## config.mk

```make
export PLATFORM = sky130hd
export DESIGN_NAME = dm_arbiter
export DESIGN_NICKNAME = d
export VERILOG_FILES = /design/src/rtl/dm_arbiter.sv
export SDC_FILE = /design/constraint.sdc
export NUM_CORES = 1
export LEC_CHECK = 0
export CAP_MARGIN = 20
export CORE_AREA = 2 2 158 160
export CTS_CLUSTER_SIZE = 12
export DETAILED_ROUTE_END_ITERATION = 8
export DIE_AREA = 0 0 160 162
export GPL_TIMING_DRIVEN = 0
export HOLD_SLACK_MARGIN = 0.12
export PLACE_DENSITY = 0.54
export SKIP_LAST_GASP = 1
export SYNTH_ARGS = -nofsm -noshare
export SYNTH_HDL_FRONTEND = slang
export SYNTH_SLANG_ARGS = --single-unit
```

## constraint.sdc

```tcl
create_clock -name clk -period 2.25 [get_ports clk]
set_input_delay 0.225 -clock clk [delete_from_list [all_inputs] [get_ports clk]]
set_output_delay 0.225 -clock clk [all_outputs]
set_load 0.02 [all_outputs]
```

## src/rtl/dm_arbiter.sv

```systemverilog
// dm_arbiter: two-master round-robin arbiter and sequencer for the single-port
// data memory. Master 0 is the pipeline MEM stage and master 1 is the
// bridge/DMA port. Locked bursts are capped at BURST_MAX consecutive grants.
// Every access is range checked. Each grant produces a registered response
// one cycle later.
//
// Optional feature: define DM_ARB_ALIGN_CHK_EN to also reject a misaligned
// word access or a misaligned halfword access. The access size codes match
// DMOp_w and DMOp_h in const.v.
module dm_arbiter #(
  parameter int          BURST_MAX  = 4,
  parameter logic [31:0] ADDR_LIMIT = 32'h0000_3000
) (
  input  logic        clk,
  input  logic        reset,
  // master 0
  input  logic        m0_req,
  input  logic        m0_lock,
  input  logic        m0_we,
  input  logic [31:0] m0_addr,
  input  logic [31:0] m0_wdata,
  input  logic [1:0]  m0_op,
  input  logic        m0_ext,
  input  logic [31:0] m0_pc,
  output logic        m0_gnt,
  output logic        m0_rvalid,
  output logic        m0_err,
  output logic [31:0] m0_rdata,
  // master 1
  input  logic        m1_req,
  input  logic        m1_lock,
  input  logic        m1_we,
  input  logic [31:0] m1_addr,
  input  logic [31:0] m1_wdata,
  input  logic [1:0]  m1_op,
  input  logic        m1_ext,
  input  logic [31:0] m1_pc,
  output logic        m1_gnt,
  output logic        m1_rvalid,
  output logic        m1_err,
  output logic [31:0] m1_rdata,
  // data memory port
  output logic        dm_we,
  output logic [31:0] dm_addr,
  output logic [31:0] dm_wd,
  output logic [1:0]  dm_op,
  output logic        dm_ext,
  output logic [31:0] dm_pc,
  input  logic [31:0] dm_rd
);

  typedef enum logic [1:0] {IDLE, OWN0, OWN1} owner_e;

  // A locked owner may take this grant only while the count is below this value.
  localparam logic [2:0] BURST_LAST = 3'(BURST_MAX - 1);

`ifdef DM_ARB_ALIGN_CHK_EN
  localparam logic [1:0] DMOP_W = 2'd0;
  localparam logic [1:0] DMOP_H = 2'd1;
`endif

  owner_e      owner_q, owner_d;
  logic        last_q, last_d;
  logic [2:0]  burst_cnt_q, burst_cnt_d;
  logic        m0_rvalid_q, m0_rvalid_d;
  logic        m0_err_q, m0_err_d;
  logic [31:0] m0_rdata_q, m0_rdata_d;
  logic        m1_rvalid_q, m1_rvalid_d;
  logic        m1_err_q, m1_err_d;
  logic [31:0] m1_rdata_q, m1_rdata_d;

  logic        win_valid;
  logic        win_id;
  logic        sel_we;
  logic [31:0] sel_addr;
  logic [31:0] sel_wdata;
  logic [1:0]  sel_op;
  logic        sel_ext;
  logic [31:0] sel_pc;
  logic        reject;

  // Winner selection: a locked owner first, then round-robin, then a lone requester.
  always_comb begin
    // NOTE: every signal driven here gets a default first, so no path can infer a latch.
    win_valid = 1'b0;
    win_id    = 1'b0;
    if (owner_q == OWN0 && m0_req && m0_lock && burst_cnt_q < BURST_LAST) begin
      win_valid = 1'b1;
      win_id    = 1'b0;
    end else if (owner_q == OWN1 && m1_req && m1_lock && burst_cnt_q < BURST_LAST) begin
      win_valid = 1'b1;
      win_id    = 1'b1;
    end else if (m0_req && m1_req) begin
      win_valid = 1'b1;
      win_id    = ~last_q;
    end else if (m0_req || m1_req) begin
      win_valid = 1'b1;
      win_id    = m1_req;
    end
  end

  // Route the winner's access to the DM port and range/alignment check it.
  always_comb begin
    sel_we    = win_id ? m1_we    : m0_we;
    sel_addr  = win_id ? m1_addr  : m0_addr;
    sel_wdata = win_id ? m1_wdata : m0_wdata;
    sel_op    = win_id ? m1_op    : m0_op;
    sel_ext   = win_id ? m1_ext   : m0_ext;
    sel_pc    = win_id ? m1_pc    : m0_pc;

    reject = (sel_addr >= ADDR_LIMIT);
`ifdef DM_ARB_ALIGN_CHK_EN
    if (sel_op == DMOP_W && sel_addr[1:0] != 2'b00) reject = 1'b1;
    if (sel_op == DMOP_H && sel_addr[0])            reject = 1'b1;
`endif

    m0_gnt  = win_valid && !win_id;
    m1_gnt  = win_valid &&  win_id;
    dm_we   = 1'b0;
    dm_addr = '0;
    dm_wd   = '0;
    dm_op   = '0;
    dm_ext  = 1'b0;
    dm_pc   = '0;
    if (win_valid) begin
      // A rejected store never writes, and reset low blocks the write.
      dm_we   = sel_we && !reject && reset;
      dm_addr = sel_addr;
      dm_wd   = sel_wdata;
      dm_op   = sel_op;
      dm_ext  = sel_ext;
      dm_pc   = sel_pc;
    end
  end

  // Next ownership, burst count and the responses returned to each master.
  always_comb begin
    owner_d     = IDLE;
    last_d      = last_q;
    burst_cnt_d = 3'd0;
    if (win_valid) begin
      owner_d = win_id ? OWN1 : OWN0;
      last_d  = win_id;
      if (owner_q == owner_d)
        burst_cnt_d = (burst_cnt_q < BURST_LAST) ? burst_cnt_q + 3'd1 : burst_cnt_q;
    end

    m0_rvalid_d = m0_gnt;
    m0_err_d    = m0_gnt && reject;
    m0_rdata_d  = (m0_gnt && !sel_we && !reject) ? dm_rd : 32'd0;
    m1_rvalid_d = m1_gnt;
    m1_err_d    = m1_gnt && reject;
    m1_rdata_d  = (m1_gnt && !sel_we && !reject) ? dm_rd : 32'd0;
  end

  // State and response registers, cleared asynchronously by reset.
  always_ff @(posedge clk or negedge reset) begin
    if (!reset) begin
      owner_q     <= IDLE;
      last_q      <= 1'b1;
      burst_cnt_q <= 3'd0;
      m0_rvalid_q <= 1'b0;
      m0_err_q    <= 1'b0;
      m0_rdata_q  <= 32'd0;
      m1_rvalid_q <= 1'b0;
      m1_err_q    <= 1'b0;
      m1_rdata_q  <= 32'd0;
    end else begin
      // NOTE: non-blocking assignments, so every flop samples pre-edge values.
      owner_q     <= owner_d;
      last_q      <= last_d;
      burst_cnt_q <= burst_cnt_d;
      m0_rvalid_q <= m0_rvalid_d;
      m0_err_q    <= m0_err_d;
      m0_rdata_q  <= m0_rdata_d;
      m1_rvalid_q <= m1_rvalid_d;
      m1_err_q    <= m1_err_d;
      m1_rdata_q  <= m1_rdata_d;
    end
  end

  assign m0_rvalid = m0_rvalid_q;
  assign m0_err    = m0_err_q;
  assign m0_rdata  = m0_rdata_q;
  assign m1_rvalid = m1_rvalid_q;
  assign m1_err    = m1_err_q;
  assign m1_rdata  = m1_rdata_q;

endmodule
```

# Yosys cells after proc, flatten, opt, wreduce, memory -nomap -nowiden
# Cells that the tools add are included.
# word_totals
word_cells	65
in_bits	238
reg_bits	74
# op_classes
mux	27
n_addsub	1
magnitude_cmp	2
n_reduce_logical	21
eq_ne	4
n_bitwise	1
# op_table
cell	count
32-bit 2-to-1 mux	8
32-bit by 14-bit >= comparator with 1-bit output, second input constant	1
1-bit logical AND	17
1-bit 2-to-1 mux	12
3-bit 2-to-1 mux	3
2-bit 2-to-1 mux	4
3-bit by 1-bit adder with 3-bit output, second input constant	1
1-bit logical NOT	3
3-bit by 2-bit < comparator with 1-bit output, second input constant	1
3-bit by 2-bit inequality test with 1-bit output, second input constant	1
2-bit by 1-bit == test with 1-bit output, second input constant	1
2-bit == test	1
2-bit == test, second input constant	1
1-bit logical OR	1
1-bit inverter	1

# Depth between registers and ports, before layout
# Gate-level depths: netlist of the first run.
# depth
word_depth	12
depth_mapped	9

# Least setup slack after synthesis of the first run
# Ideal clock, no wire load.
# synth_path
path_type	reg2out
from	reg owner_q[0]
to	out dm_we
setup_slack_ns	-0.637
arrival_ns	2.662
n_path_buf	1
path_stages_with_launch	10
cell_sequence	dfrtp_1 nand4b_1 o21ai_4 nand2_2 inv_2 mux2i_1 and4_1 nand4_2 buf_6 nor3_1
# synth_via
elab_chain_len	12
elab_cells_between_ends	19
classes_between	order compare: 1; eq/ne: 2; mux: 7; reduce/logical: 9
# synth_rtl
element	line_no	text
start: declaration	62	owner_e owner_q, owner_d;
start signal: assignment	170	owner_q <= owner_d;
2-bit == test	90	end else if (owner_q == OWN1 && m1_req && m1_lock && burst_cnt_q < BURST_LAST) begin
1-bit logical AND (3 in series)	90	
1-bit 2-to-1 mux	90	
1-bit 2-to-1 mux	87	if (owner_q == OWN0 && m0_req && m0_lock && burst_cnt_q < BURST_LAST) begin
32-bit 2-to-1 mux	105	sel_addr = win_id ? m1_addr : m0_addr;
32-bit by 14-bit >= comparator with 1-bit output	111	reject = (sel_addr >= ADDR_LIMIT);
1-bit logical NOT	127	dm_we = sel_we && !reject && reset;
1-bit logical AND (2 in series)	127	
1-bit 2-to-1 mux *	125	if (win_valid) begin
end: declaration	43	output logic dm_we,
# Mark *: on every way between the ends. The rest lies on a longest branch, timed or not.

# Worst setup path in the final report of the first run
# Same ends and word-level chain as after synthesis.

==> results.toml, run 1 <==
[floorplan]
dieArea_mm2 = 0.02592
die_h_um = 162
die_x_um = 160
rows = 57
start_util_pct = 18.30
placeableCoreArea_mm2 = 0.02411
io_pins = 408

[critical_path]
crit_chain = "nand4b_1 > buf_4 > o21ai_4 > nand2_4 > clkinv_8 > mux2i_4 > and4_4 > nand4_4 > buf_12 > nor3_4 > buf_6"
critPathTopFamily = "simple AND/OR/NAND/NOR gates"
worstPathMaxFanout = 7
worst_setup_path_start_kind = "flip-flop"
reg2reg_from = "owner_q[0]$_DFF_PN0_"
path_class = "flip-flop to output port"
path_buf_inv = 4
cp_slowest_stage_delay_ps = 440
required_ps = 2030
slowest_stage = "dfrtp_2"
crit_arrival_ps = 2700
cp-end-kind = "output port"
critical_path.startpoint = "owner_q[0]$_DFF_PN0_"

[route]
drc = 0
via_count = 6040
totalWireLength_um = 27850
post_drt_via_cell_ratio = 4.467
wl_per_cell_um = 20.60
drt_iter0_drc = 329
drtAntennaViolNets = 0
drtPass1Iterations = 4

[timing]
worst_slew_pin_slew_ps = 1137
min_period_over_period_pct = 130.2
worst_slack_ps = -678.7
rsz0062_at_grt = "yes"
clock.fmax_ghz = 0.3414
setup_viol = 168
timing_hold_violations_final = 0
slew_violations = 0
period_minus_slack_ps = 2929
skew_ps = 5.760
relSlewSlack_pct = 24.20

[place]
gp_routability_congestion = 0.8105
hpwl_um = 19300
place_inst = 1248
portBuffers = 406
placement.cell_area_mm2 = 0.009027

[clock_tree]
clockRootBuffer = "clkbuf_16"
cts_tree = "done"
cts_buffers = 9
clk_pin_slew_ps = 60
clkSinkCount = 72
ctsLongestPathBuffers = 2
clock_latency_ps = 330
cts.htree.levels = 3

[global_route]
grtUsageTotal_pct = 19.09
grt_max_degree = 46
overflow = 0
grt_pass1_wl_um = 37770
grt_antenna_before_repair = 1
grt_pass1_vias = 6172

[power]
p_per_area_mw_per_mm2 = 474.3
p_leak_nw = 5.611
vdd_ir_drop_max_mv = 0.3801

[yosys]
synthTopCellsByCount = "nand2_1 (163), nand3_1 (79), dfrtp_1 (71), clkbuf_1 (35), and4b_1 (33)"
yosysMostFrequentCell = "nand2_1"
synth_top_area_share_pct = 40.28
yosys_warnings = 0
ys_ff_latch = 72
synth.avg_cell_area_um2 = 8.531
ys.flop_type = "dfrtp_1"
synth.cell_area_mm2 = 0.004410
syn_nets = 756
synth.area.top_cells = "dfrtp_1 (40%), nand2_1 (14%), nor4b_2 (9.9%), nand3_1 (9.0%), and4b_1 (7.5%)"
synth_cells = 517
async_flop_share_pct = 100.0
synth_top_area_cell = "dfrtp_1"
ys_seq_area_share_pct = 40.88
synth_edf_count = 0
synth_cell_types = 38

[cells_and_area]
stdcell_area_mm2 = 0.01227
final_layout_size_suffix_gt1_share_pct = 48.30
nets = 1261
instances_no_fill = 1352
syn_to_final_growth_pct = 178.3

[min_path]
hold_path.class = "primary input to asynchronous set/reset pin"

[outcome]
outcome = "complete, but fails checks"
violations = "setup timing"

[job]
max_cap_viol_count = 0
==> sequential cells by signal, summed over array words and instances, names as in the netlist <==
signal       cells
last_q           1
m1_err           1
m0_rdata        32
owner_q          1
m1_rdata        32
m1_rvalid        1
m0_err           1
burst_cnt_q      3
==> worst paths after layout <==
kind,end,slack (ps),cells past startpoint
worst max-delay path,dm_we,-680,11
worst min-delay path,m0_rdata[13]$_DFF_PN0_,360,2
worst max register to register,m1_rdata[7]$_DFF_PN0_,-650,13
worst min register to register,last_q$_DFFE_PN1P_,460,2
max in group asynchronous,m1_rdata[24]$_DFF_PN0_,1330,3
min in group clk,m1_rdata[31]$_DFF_PN0_,360,2
==> power by group <==
group | switching (W) | leakage [nW] | internal (W)
combinational | 0.00143 | 4.47 | 0.00161
clock | 0.000559 | 0.145 | 0.000892
sequential | 0.0000172 | 0.992 | 0.00131
total | 0.00201 | 5.61 | 0.00381
==> through the flow <==
stage / TNS, ps / total power (W) / hold WS [ps] / util (%) / setup slack, ps
2_1_floorplan: -5959 / 0.002189 / -70.59 / - / -255.0
3_3_place_gp: -305060 / 0.003333 / 450.7 / 37.35 / -2507
3_5_place_dp: -184150 / 0.003329 / 183.4 / 37.45 / -1780
4_1_cts: -58890 / 0.005261 / 266.6 / 44.09 / -672.2
5_1_grt: -96800 / 0.006061 / 374.9 / 50.92 / -794.1
6_report: -77540 / 0.005821 / 362.4 / 50.92 / -678.7
==> cell usage in the layout, fill, tap and decap left out, types with 2 or more instances in the layout <==
master           instances
dlymetal6s2s_1           2
buf_8                   16
dfrtp_2                  2
a21oi_2                  2
nand2_2                 76
nor3b_1                  2
nor3_4                   6
nor3_1                   8
nor4b_4                 17
nor4b_2                 15
nor2_1                  14
nand3_4                 10
a21oi_1                 10
clkdlybuf4s50_1        308
o22ai_1                  2
o22ai_2                  2
nor3_2                   4
mux2i_4                  9
clkbuf_8                 4
buf_1                    6
buf_6                  108
dfrtp_1                 69
clkinvlp_4               2
nand2_4                 66
clkbuf_16               32
buf_12                  15
and4b_1                 33
clkbuf_1                13
nand3_2                 38
nand3_1                 31
buf_2                    8
nor2_2                   2
buf_4                   40
mux2i_2                  3
and4_4                   3
nand2_1                 22
==> kinds of logic after synthesis <==
family / Yosys count / share of synthesized area (%)
compound gates: 24 / 3.546
fa+ha+maj: 1 / 0.2836
buf+inv: 52 / 5.390
flops: 72 / 40.88
mux: 13 / 2.950
simple gates: 355 / 46.95
==> metal layers <==
layer / GRT usage, % / vias to the layer above / part of all wire (%)
li1: - / 2823 / -
met1: 22.91 / 2949 / 39
met2: 34.89 / 245 / 53
met5: 0 / - / 0
met4: 3.849 / 0 / 1.1
met3: 4.494 / 23 / 6.1
==> area by class of cell <==
cell class	count	area, um2
diodes	1	2.502
plain buffers	47	608.1
clock buffers	10	239.0
clock inverters	6	67.56
fillers	2217	11830
inverters	1	16.27
multi-input cells	393	3802
flip-flops and latches	72	1805
well taps	324	405.4
repair buffers	498	5328
==> what timing repair did <==
action	4_1_cts	5_1_grt
hold buffers	1	0
resized for setup	686	339
setup buffers	38	35
pin swaps	89	123
setup endpoints to repair	171	169
gates cloned	11	12
endpoints found under the hold margin	26	0
No activity file was read; power rests on OpenSTA's default activity.
==> run 2, diff against run 1 <==
--- a/config.mk
+++ b/config.mk
@@ -5,9 +5,8 @@
 export SDC_FILE = /design/constraint.sdc
 export NUM_CORES = 1
 export LEC_CHECK = 0
-export CAP_MARGIN = 20
+export CAP_MARGIN = 0
 export CORE_AREA = 2 2 158 160
-export CTS_CLUSTER_SIZE = 12
 export DETAILED_ROUTE_END_ITERATION = 8
 export DIE_AREA = 0 0 160 162
 export GPL_TIMING_DRIVEN = 0
==> results of run 2 <==
Final layout, timing and power as in run 1 (identical DEF).
==> run 3, diff against run 2 <==
--- a/config.mk
+++ b/config.mk
@@ -7,8 +7,10 @@
 export LEC_CHECK = 0
 export CAP_MARGIN = 0
 export CORE_AREA = 2 2 158 160
+export CTS_BUF_LIST = sky130_fd_sc_hd__clkbuf_16
 export DETAILED_ROUTE_END_ITERATION = 8
 export DIE_AREA = 0 0 160 162
+export GPL_ROUTABILITY_DRIVEN = 1
 export GPL_TIMING_DRIVEN = 0
 export HOLD_SLACK_MARGIN = 0.12
 export PLACE_DENSITY = 0.54
==> run 3 against run 2 <==
Worst setup slack gained 13 ps. Die area unchanged. Largest power group unchanged. Combinational power about the same. Sequential share of layout area increased by 0.11 points. Global-route usage about the same. Critical path depth stayed put. Utilization shrank 0.37 points. The flow still finishes with violations (setup timing). Count of clock-buffer cells in the layout shrank 1. Register-to-register slack improved by 20 ps. Non-clock buffer count down 2. Critical path type unchanged. Clock power barely moved. Critical endpoint unchanged.
==> results.toml, run 3 (synthesized netlist as in run 1, its figures left out) <==
[outcome]
outcome = "complete, but fails checks"
violations = "setup timing"

[timing]
fin_worst_hold_slack_ps = 359.8
worst_slack_ps = -666.2
period_minus_slack_ps = 2916
worst_slew_pin_slew_ps = 1135
tns_ps = -73780
timing_hold_violations_final = 0
relSlewSlack_pct = 24.36
clock.fmax_ghz = 0.3429
rsz0062_at_grt = "yes"
slew_violations = 0
skew_ps = 7.736
min_period_over_period_pct = 129.6
setup_viol = 162

[route]
drc = 0
drtPass1Iterations = 4
drtAntennaViolNets = 0
via_count = 6051
wl_per_cell_um = 20.54
drt_iter0_drc = 310
totalWireLength_um = 27730
post_drt_via_cell_ratio = 4.482

[clock_tree]
cts_tree = "done"
cts.htree.levels = 3
clk_pin_slew_ps = 60
clockRootBuffer = "clkbuf_16"
clkSinkCount = 72
cts_buffers = 9
ctsLongestPathBuffers = 2
clock_latency_ps = 330

[critical_path]
crit_arrival_ps = 2690
crit_chain = "nand4b_1 > buf_4 > o21ai_4 > nand2_4 > clkinv_8 > mux2i_4 > and4_4 > nand4_4 > buf_12 > nor3_4 > buf_6"
worst_setup_path_start_kind = "flip-flop"
cp_slowest_stage_delay_ps = 430
cp-end-kind = "output port"
worstPathMaxFanout = 7
required_ps = 2030
slowest_stage = "dfrtp_2"
path_class = "flip-flop to output port"
path_buf_inv = 4
critPathTopFamily = "simple AND/OR/NAND/NOR gates"

[cells_and_area]
most-common-layout-cells = "clkdlybuf4s50_1 (303), buf_6 (110), nand2_2 (76), dfrtp_1 (69), nand2_4 (66)"
final_layout_size_suffix_gt1_share_pct = 48.20
nets = 1259
instances_no_fill = 1350
finish.utilization_pct = 50.54
syn_to_final_growth_pct = 176.3
final_common_cell = "clkdlybuf4s50_1"

[floorplan]
placeableCoreArea_mm2 = 0.02411
die_h_um = 162
io_pins = 408
start_util_pct = 18.30
rows = 57
die_x_um = 160
dieArea_mm2 = 0.02592

[global_route]
grt_max_degree = 46
grt_pass1_vias = 6183
overflow = 0
grtUsageTotal_pct = 19.05
grt_antenna_before_repair = 1
grt_pass1_wl_um = 37730

[power]
p_per_area_mw_per_mm2 = 475.3
p_leak_nw = 5.630
vdd_ir_drop_max_mv = 0.3921

[place]
portBuffers = 406
hpwl_um = 19300
place_inst = 1248
pre_cts_ws_ps = -1780
gp_routability_congestion = 0.8105

[min_path]
hold_path.class = "primary input to asynchronous set/reset pin"

[job]
max_cap_viol_count = 0
[run 3: area by class of cell]
type / instances / area [um2]
antenna: 1 / 2.502
buffer: 47 / 608.1
clock buffer: 9 / 225.2
clock inverter: 7 / 71.32
fill: 2232 / 11920
inverter: 1 / 16.27
multi-input combinational: 393 / 3796
sequential: 72 / 1805
tap: 324 / 405.4
timing repair buffer: 496 / 5254
[run 3: through the flow]
stage	total power (W)	area (um2)
floorplan	0.002189	4533
global placement	0.003333	9002
detailed placement	0.003329	9027
CTS	0.005225	10560
global route	0.006027	12180
finish	0.005791	12180
[run 3: path summary, 6_finish.rpt]
kind | start | to | slack, ps | cells after the start
setup / recovery | owner_q[0]$_DFF_PN0_ | dm_we | -670 | 11
hold / removal | reset | m0_rdata[13]$_DFF_PN0_ | 360 | 2
setup reg to reg | owner_q[0]$_DFF_PN0_ | m1_rdata[7]$_DFF_PN0_ | -630 | 13
hold reg to reg | last_q$_DFFE_PN1P_ | last_q$_DFFE_PN1P_ | 460 | 2
max in group asynchronous | reset | m1_rdata[24]$_DFF_PN0_ | 1330 | 3
min in group clk | m1_we | m1_rdata[0]$_DFF_PN0_ | 380 | 2
[run 3: metal layers]
| layer | up-vias | GRT usage, % | share of wire [%] |
|---|---|---|---|
| met2 | 262 | 34.73 | 53 |
| met1 | 2937 | 22.93 | 39 |
| li1 | 2826 | - | - |
| met4 | 0 | 3.849 | 1.2 |
| met3 | 26 | 4.494 | 6.3 |
| met5 | - | 0 | 0 |
[run 3: report_power, final]
| part | switching, W | internal (W) | leakage [nW] |
|---|---|---|---|
| logic | 0.00143 | 0.00161 | 4.50 |
| registers | 0.0000166 | 0.00131 | 0.992 |
| clock network | 0.000560 | 0.000858 | 0.139 |
| total | 0.00201 | 0.00378 | 5.63 |
[run 3: what timing repair did]
item                                    in CTS  in global routing
buffers inserted                            35                 36
pin swaps                                   89                123
endpoints found under the setup margin     171                169
hold buffers                                 1                  0
hold endpoints to repair                    26                  0
cloned                                      12                 10
resized for setup                          684                343
